File: config.mk
export PLATFORM = sky130hd
export DESIGN_NAME = grid_scan_flat
export DESIGN_NICKNAME = d
export VERILOG_FILES = /design/src/rtl/grid_scan_if.sv /design/src/rtl/grid_scan.sv /design/src/flat_wrapper.sv
export SDC_FILE = /design/constraint.sdc
export NUM_CORES = 1
export LEC_CHECK = 0
export CAP_MARGIN = 20
export CORE_MARGIN = 5
export CORE_UTILIZATION = 50
export DETAILED_ROUTE_END_ITERATION = 12
export PLACE_DENSITY = 0.72
export SYNTH_ARGS = -nofsm -noshare
export SYNTH_HDL_FRONTEND = slang
export SYNTH_SLANG_ARGS = --single-unit
File: constraint.sdc
create_clock -name clka -period 10.1 [get_ports clka]
set_clock_uncertainty 0.15 [all_clocks]
set_input_delay 2.02 -clock clka [delete_from_list [all_inputs] [get_ports clka]]
set_output_delay 2.02 -clock clka [all_outputs]
set_load 0.1 [all_outputs]
File: src/rtl/grid_scan_if.sv
// Datapath-to-display bundle: grid snapshot inputs and matrix drive outputs.
interface grid_scan_if;
   logic [63:0] grid;
   logic [1:0]  state;
   logic [5:0]  cell_idx;
   logic [7:0]  row_sel;
   logic [7:0]  col_on;
   logic        frame_start;

   modport master (
      output grid, state, cell_idx,
      input  row_sel, col_on, frame_start
   );

   modport slave (
      input  grid, state, cell_idx,
      output row_sel, col_on, frame_start
   );
endinterface

File: src/rtl/grid_scan.sv
// Row-multiplexed 8x8 LED driver for the Life grid with per-frame snapshot
// and a blinking cursor overlay while the datapath is programming.
module grid_scan #(
   parameter int ROW_DWELL    = 1024,
   parameter int BLINK_FRAMES = 16
) (
   input logic        clka,
   input logic        rst_n,
   grid_scan_if.slave bus
);

   localparam int DW = $clog2(ROW_DWELL);
   localparam int BW = (BLINK_FRAMES > 1) ? $clog2(BLINK_FRAMES) : 1;
   localparam logic [DW-1:0] D_LAST = DW'(ROW_DWELL - 1);
   localparam logic [BW-1:0] B_LAST = BW'(BLINK_FRAMES - 1);

   logic [2:0]    r, r_nx;
   logic [DW-1:0] d, d_nx;
   logic [63:0]   sgrid, sgrid_nx;
   logic [1:0]    sstate, sstate_nx;
   logic [5:0]    sidx, sidx_nx;
   logic          p, p_nx;
   logic [BW-1:0] bc, bc_nx;
   logic          row_end, wrap, snap;
   logic [7:0]    row_bits, cur_mask;
   logic [7:0]    row_sel_nx, col_on_nx;

   always_comb begin
      row_end   = (d == D_LAST);
      wrap      = row_end && (r == 3'd7);
      snap      = (r == 3'd0) && (d == '0);
      d_nx      = row_end ? '0 : d + DW'(1);
      r_nx      = row_end ? r + 3'd1 : r;
      sgrid_nx  = snap ? bus.grid : sgrid;
      sstate_nx = snap ? bus.state : sstate;
      sidx_nx   = snap ? bus.cell_idx : sidx;
      bc_nx     = bc;
      p_nx      = p;
      if (wrap) begin
         if (bc == B_LAST) begin
            bc_nx = '0;
            p_nx  = ~p;
         end else begin
            bc_nx = bc + BW'(1);
         end
      end
      // outputs are registered, so decode from the values the next cycle sees
      row_bits = sgrid_nx[{r_nx, 3'b000} +: 8];
      cur_mask = '0;
      if (sstate_nx == 2'b01 && p_nx && sidx_nx[5:3] == r_nx)
         cur_mask = 8'b1 << sidx_nx[2:0];
      row_sel_nx = '0;
      col_on_nx  = '0;
      if (d_nx >= DW'(2)) begin
         row_sel_nx = 8'b1 << r_nx;
         col_on_nx  = row_bits ^ cur_mask;
      end
   end

   always_ff @(posedge clka or negedge rst_n) begin
      if (!rst_n) begin
         r               <= '0;
         d               <= '0;
         sgrid           <= '0;
         sstate          <= '0;
         sidx            <= '0;
         p               <= 1'b0;
         bc              <= '0;
         bus.row_sel     <= '0;
         bus.col_on      <= '0;
         bus.frame_start <= 1'b0;
      end else begin
         r               <= r_nx;
         d               <= d_nx;
         sgrid           <= sgrid_nx;
         sstate          <= sstate_nx;
         sidx            <= sidx_nx;
         p               <= p_nx;
         bc              <= bc_nx;
         bus.row_sel     <= row_sel_nx;
         bus.col_on      <= col_on_nx;
         bus.frame_start <= wrap;
      end
   end

endmodule
File: src/flat_wrapper.sv
// flat-port wrapper written by rule: the top's interface ports become plain ports
module grid_scan_flat 
#(
   parameter int ROW_DWELL    = 1024,
   parameter int BLINK_FRAMES = 16
)
  (clka, rst_n, bus_grid, bus_state, bus_cell_idx, bus_row_sel, bus_col_on, bus_frame_start);
  grid_scan_if bus_i ();
  input logic clka;
  input logic rst_n;
  input wire logic [$bits(bus_i.grid)-1:0] bus_grid;
  input wire logic [$bits(bus_i.state)-1:0] bus_state;
  input wire logic [$bits(bus_i.cell_idx)-1:0] bus_cell_idx;
  output wire logic [$bits(bus_i.row_sel)-1:0] bus_row_sel;
  output wire logic [$bits(bus_i.col_on)-1:0] bus_col_on;
  output wire logic [$bits(bus_i.frame_start)-1:0] bus_frame_start;
  assign bus_i.grid = bus_grid;
  assign bus_i.state = bus_state;
  assign bus_i.cell_idx = bus_cell_idx;
  assign bus_row_sel = bus_i.row_sel;
  assign bus_col_on = bus_i.col_on;
  assign bus_frame_start = bus_i.frame_start;
  grid_scan #(.ROW_DWELL(ROW_DWELL), .BLINK_FRAMES(BLINK_FRAMES)) u_core (.clka(clka), .rst_n(rst_n), .bus(bus_i));
endmodule
==> After elaboration in Yosys (flattened, before gate mapping) <==
Cells that the tools add are included.
{ "classes": {"bitwise_logic": 2, "shift": 3, "n_mux": 11, "add_sub_neg": 3, "n_reduce_logical": 6, "n_lt_le_gt_ge": 1, "n_eq_ne": 5} }
{ "ops": {"columns": ["operator", "count"], "rows": [
  ["$mux 64", 1],
  ["$shiftx 64x7->8", 1],
  ["$mux 8", 3],
  ["$shl 1x3->8 const A", 2],
  ["$add 10x1->10 const B", 1],
  ["$eq 10x10->1 const B", 1],
  ["$ge 10x2->1 const B", 1],
  ["$logic_not 10->1", 1],
  ["$mux 10", 1],
  ["$xor 8x8->8", 1],
  ["$mux 6", 1],
  ["$add 4x1->4 const B", 1],
  ["$eq 4x4->1 const B", 1],
  ["$logic_and 1x1->1", 4],
  ["$mux 4", 1],
  ["$add 3x1->3 const B", 1],
  ["$eq 3x3->1", 1],
  ["$eq 3x3->1 const B", 1],
  ["$logic_not 3->1", 1],
  ["$mux 3", 1],
  ["$eq 2x1->1 const B", 1],
  ["$mux 1", 2],
  ["$mux 2", 1],
  ["$not 1->1", 1]
]} }
{ "word_totals": {"elab_cells": 41, "out_inout_bits": 17, "register_bits": 107, "in_bits": 74} }

==> Longest topological paths before layout <==
{ "logic_depth": {"ltp_word": 9, "depth_mapped": 13, "mapped_depth_nobuf": 10} }

==> Worst setup path after synthesis <==
Ideal clock, no wire load.
{ "synth_timing": {"path_type": "in2reg", "startpoint": "input bus_cell_idx[5]", "endpoint": "register u_core.bus.col_on[5]", "arrival_ns": 3.307, "slack_ns": 6.523, "path_stages": 6, "path_cell_list": "and4_1 o211ai_2 nand4b_4 or4_4 a21o_1 and3_1"} }
{ "synth_via": {"elab_chain_len": 6} }
{ "synth_rtl": {"columns": ["element", "line", "text"], "rows": [
  ["start, declared", "flat_wrapper.sv:13", "input wire logic [$bits(bus_i.cell_idx)-1:0] bus_cell_idx;"],
  ["$mux 6", "grid_scan.sv:36", "sidx_nx = snap ? bus.cell_idx : sidx;"],
  ["$eq 3x3->1", "grid_scan.sv:50", "if (sstate_nx == 2'b01 && p_nx && sidx_nx[5:3] == r_nx)"],
  ["$logic_and 1x1->1", "grid_scan.sv:50", null],
  ["$mux 8", "grid_scan.sv:50", null],
  ["$xor 8x8->8", "grid_scan.sv:56", "col_on_nx = row_bits ^ cur_mask;"],
  ["$mux 8", "grid_scan.sv:54", "if (d_nx >= DW'(2)) begin"],
  ["via u_core.col_on_nx[5]", "grid_scan.sv:26", "logic [7:0] row_sel_nx, col_on_nx;"],
  ["end signal, assigned", "grid_scan.sv:81", "bus.col_on <= col_on_nx;"],
  ["end, declared", "grid_scan_if.sv:17", "output row_sel, col_on, frame_start"]
]} }
The timed path passes the listed nets, and every way through them passes these cells.
A chain may end at the register's enable or synchronous reset.

==> Worst setup path in the final report <==
{ "layout_timing": {"startpoint": "register u_core.bus.col_on[5]", "endpoint": "output bus_col_on[5]"} }
{ "layout_lines": {"columns": ["element", "line", "text"], "rows": [
  ["end, declared", "flat_wrapper.sv:15", "output wire logic [$bits(bus_i.col_on)-1:0] bus_col_on;"]
]} }
No word-level cell between the ends.

==> impl_metrics.tcl <==
set metrics [dict create \
    required_ns 7.93 \
    powerDensity_nw_per_um2 137 \
    path_cells "clkdlybuf4s50_1" \
    cts.clk_slew.worst_paths_ns 0.10 \
    start_util_pct 50.7 \
    synth-edff-count 0 \
    crit_path_end_kind "output pin" \
    synth_nets 620 \
    antenna_found_initial 0 \
    gr-usage-met1_pct 28.4 \
    hold-worst-slack_ns 0.323 \
    nFillCells 878 \
    tightest_slew_ns 0.977 \
    leakage_nw 2.85 \
    drive_above_1_share_pct 6.91 \
    detail-route-antenna-nets 0 \
    grt_pass1_wl_mm 21.2 \
    hold_viol 0 \
    critPathMaxStageDelay_ns 1.15 \
    die_h_um 112 \
    clk_latency_ns 0.38 \
    peakVddDrop_mv 0.0771 \
    vias 4238 \
    register_area_sq_um 2680 \
    wl_per_cell_um 17.2 \
    cts_buffers 9 \
    hold_depth 2 \
    cts_root_buffer "clkbuf_8" \
    diodes 0 \
    port_buffers 90 \
    die_w_um 112 \
    report.final.slew_viol_count 0 \
    critical_path_depth 1 \
    layout_common_cells "nand2_1 (172), dfrtp_1 (107), clkdlybuf4s50_1 (89), mux2i_1 (23), inv_1 (22)" \
    synth.cell_area_sq_um 5160 \
    track_usage_pct 21.2 \
    fmax_mhz 243 \
    dp_hpwl_mm 9.12 \
    grt.overflow.total 0 \
    ys_types 55 \
    relSlewSlack_pct 34.7 \
    htreeDepth 3 \
    multi_input_area_sq_um 2270 \
    drtIter0Drc 314 \
    status "completed" \
    place_inst 740 \
    critPathLaunch "u_core.bus.col_on[5]" \
    final_common_cell "nand2_1" \
    grt-busiest-layer "met2" \
    critPathTopFamily "buffers and inverters" \
    yosysSeqAreaShare_pct 51.9 \
    rsz0062_at_grt "no" \
    cts_buffer_depth 2 \
    path_max_fanout 1 \
    arrival_ns 1.94 \
    viasPerCell 5.59 \
    numClockSinks 107 \
    synth_cells 540 \
    rows 37 \
    syn2layout_area_growth_pct 24.9 \
    min_period_over_period_pct 40.7 \
    ys.flop_type "dfrtp_1" \
    yosysWarnings 0 \
    cts_resized 0 \
    worst_hold_startpoint "u_core.sgrid[61]" \
    cts_setup_buffers 0 \
    grt_use_met2_pct 34.9 \
    tns_ns 0 \
    dieArea_sq_um 12500 \
    drcViolationCount 0 \
    io_pins 91 \
    fin_crit_ns 4.11 \
    final_cells 758 \
    drt-pass1-iter-count 5 \
    whs_endpoint "u_core.sgrid[61]" \
    place.gp.congestion 0.846 \
    coreArea_sq_um 10200 \
    min_path_type "reg2reg" \
    finalSetupViolations 0 \
    grt_pass1_vias 4228 \
    timing.rr.start "u_core.r[0]" \
    finalWirelength_mm 13.0 \
    async_flop_share_pct 100 \
    drv_cap 0 \
    nets 697 \
    r2r_slack_ns 6.12 \
    path_buf_inv 1 \
    grt_max_degree 79 \
    critPathKind "reg2out" \
    worst_r2r_endpoint "u_core.bus.col_on[5]" \
    cpMaxStageDelayCell "clkdlybuf4s50_1" \
    cts_tree "yes" \
    holdBufCountCts 0 \
    syn_area_per_cell_sq_um 9.56 \
    reg2regPathDepth 11 \
    grt_util_met3_pct 6.20 \
    critPathLaunchType "register" \
    synth_seq_cells 107 \
]
-- tightest hold or removal path, cell delays in order (launching register included) --
cell,delay [ns]
dfrtp_1,0.34
nand2_1,0.06
nand2_1,0.05
-- synthesized netlist by cell type (2+ instances only) --
cell,number,share of area [%]
clkbuf_1,18,1.3
mux2i_1,23,4.5
nor4bb_1,3,0.58
o41ai_1,5,0.85
nor2_1,11,0.80
inv_1,22,1.6
and3_1,7,0.85
o221ai_1,4,0.68
nor3_2,2,0.39
ha_1,6,1.5
o22a_1,4,0.68
nor3b_1,4,0.58
nand2_1,172,13
nand4_1,6,0.73
a31oi_1,5,0.61
nor3_1,6,0.58
clkbuf_2,2,0.19
o2111a_1,2,0.44
xor2_1,4,0.68
o2111ai_1,6,1.0
or3_1,4,0.48
nor4_1,8,0.97
o31ai_1,7,1.0
and4_1,2,0.34
xnor2_1,5,0.85
o311ai_0,2,0.34
buf_2,8,0.78
and2_1,3,0.36
o22ai_1,5,0.61
a21oi_1,4,0.39
a22oi_1,4,0.58
a32oi_1,14,2.4
dfrtp_1,107,52
nand3_1,17,1.6
o21ai_0,9,0.87
or4_4,2,0.44
mux2_2,8,1.7
or2_2,2,0.24
-- final cells by class --
type                       instances  area share [%]
multi-input combinational        380            35.3
clock buffer                       9            1.92
clock inverter                     7            2.29
sequential                       107            41.5
tap                              136            2.64
inverter                          22            1.28
timing repair buffer              97            15.1
-- registers in the layout, indices dropped and copies added, names as in the netlist --
register / cells
u_core.sgrid: 64
u_core.d: 10
u_core.bus.col_on: 8
u_core.bus.row_sel: 8
u_core.sidx: 6
u_core.bc: 4
u_core.r: 3
u_core.sstate: 2
u_core.bus.frame_start: 1
u_core.p: 1
-- per-layer routing --
metal  part of all wire (%)  wire, um
met1                     44      5760
met5                      0         0
met3                    5.4       700
met2                     49      6440
met4                    1.0       133
-- kinds of logic (layout without fill, tap and decap cells) --
kind of cell / after synthesis / in the layout / synth area share, %
simple gates: 254 / 254 / 22.6
xor+xnor: 9 / 9 / 1.53
mux: 31 / 31 / 6.20
compound gates: 80 / 80 / 12.1
flops: 107 / 107 / 51.9
fa+ha+maj: 6 / 6 / 1.45
buf+inv: 53 / 135 / 4.31
-- worst max-delay path by stage --
stage                                 endpoint  slack (ns)
after floorplan           u_core.bus.col_on[5]        6.52
after global placement    u_core.bus.col_on[5]        5.87
after detailed placement  u_core.bus.col_on[5]        5.81
after CTS                 u_core.bus.col_on[5]        5.94
after global routing      u_core.bus.col_on[5]        5.89
final                            bus_col_on[5]        5.99
-- report_power, final --
part / switching, mW / internal, mW
registers: 0.00563 / 0.444
clock network: 0.157 / 0.192
logic: 0.0442 / 0.0407
total: 0.207 / 0.677
-- metrics by stage --
step	area [sq um]	util [%]	setup slack [ns]	power (mW)
final	6450	63.3	5.99	0.884
after detailed placement	6140	60.3	5.81	0.542
after global placement	6130	60.2	5.87	0.540
after floorplan	5160	-	6.52	0.492
after CTS	6410	62.9	5.94	0.887
after global routing	6450	63.3	5.89	0.918
(Power assumes the default switching activity.)
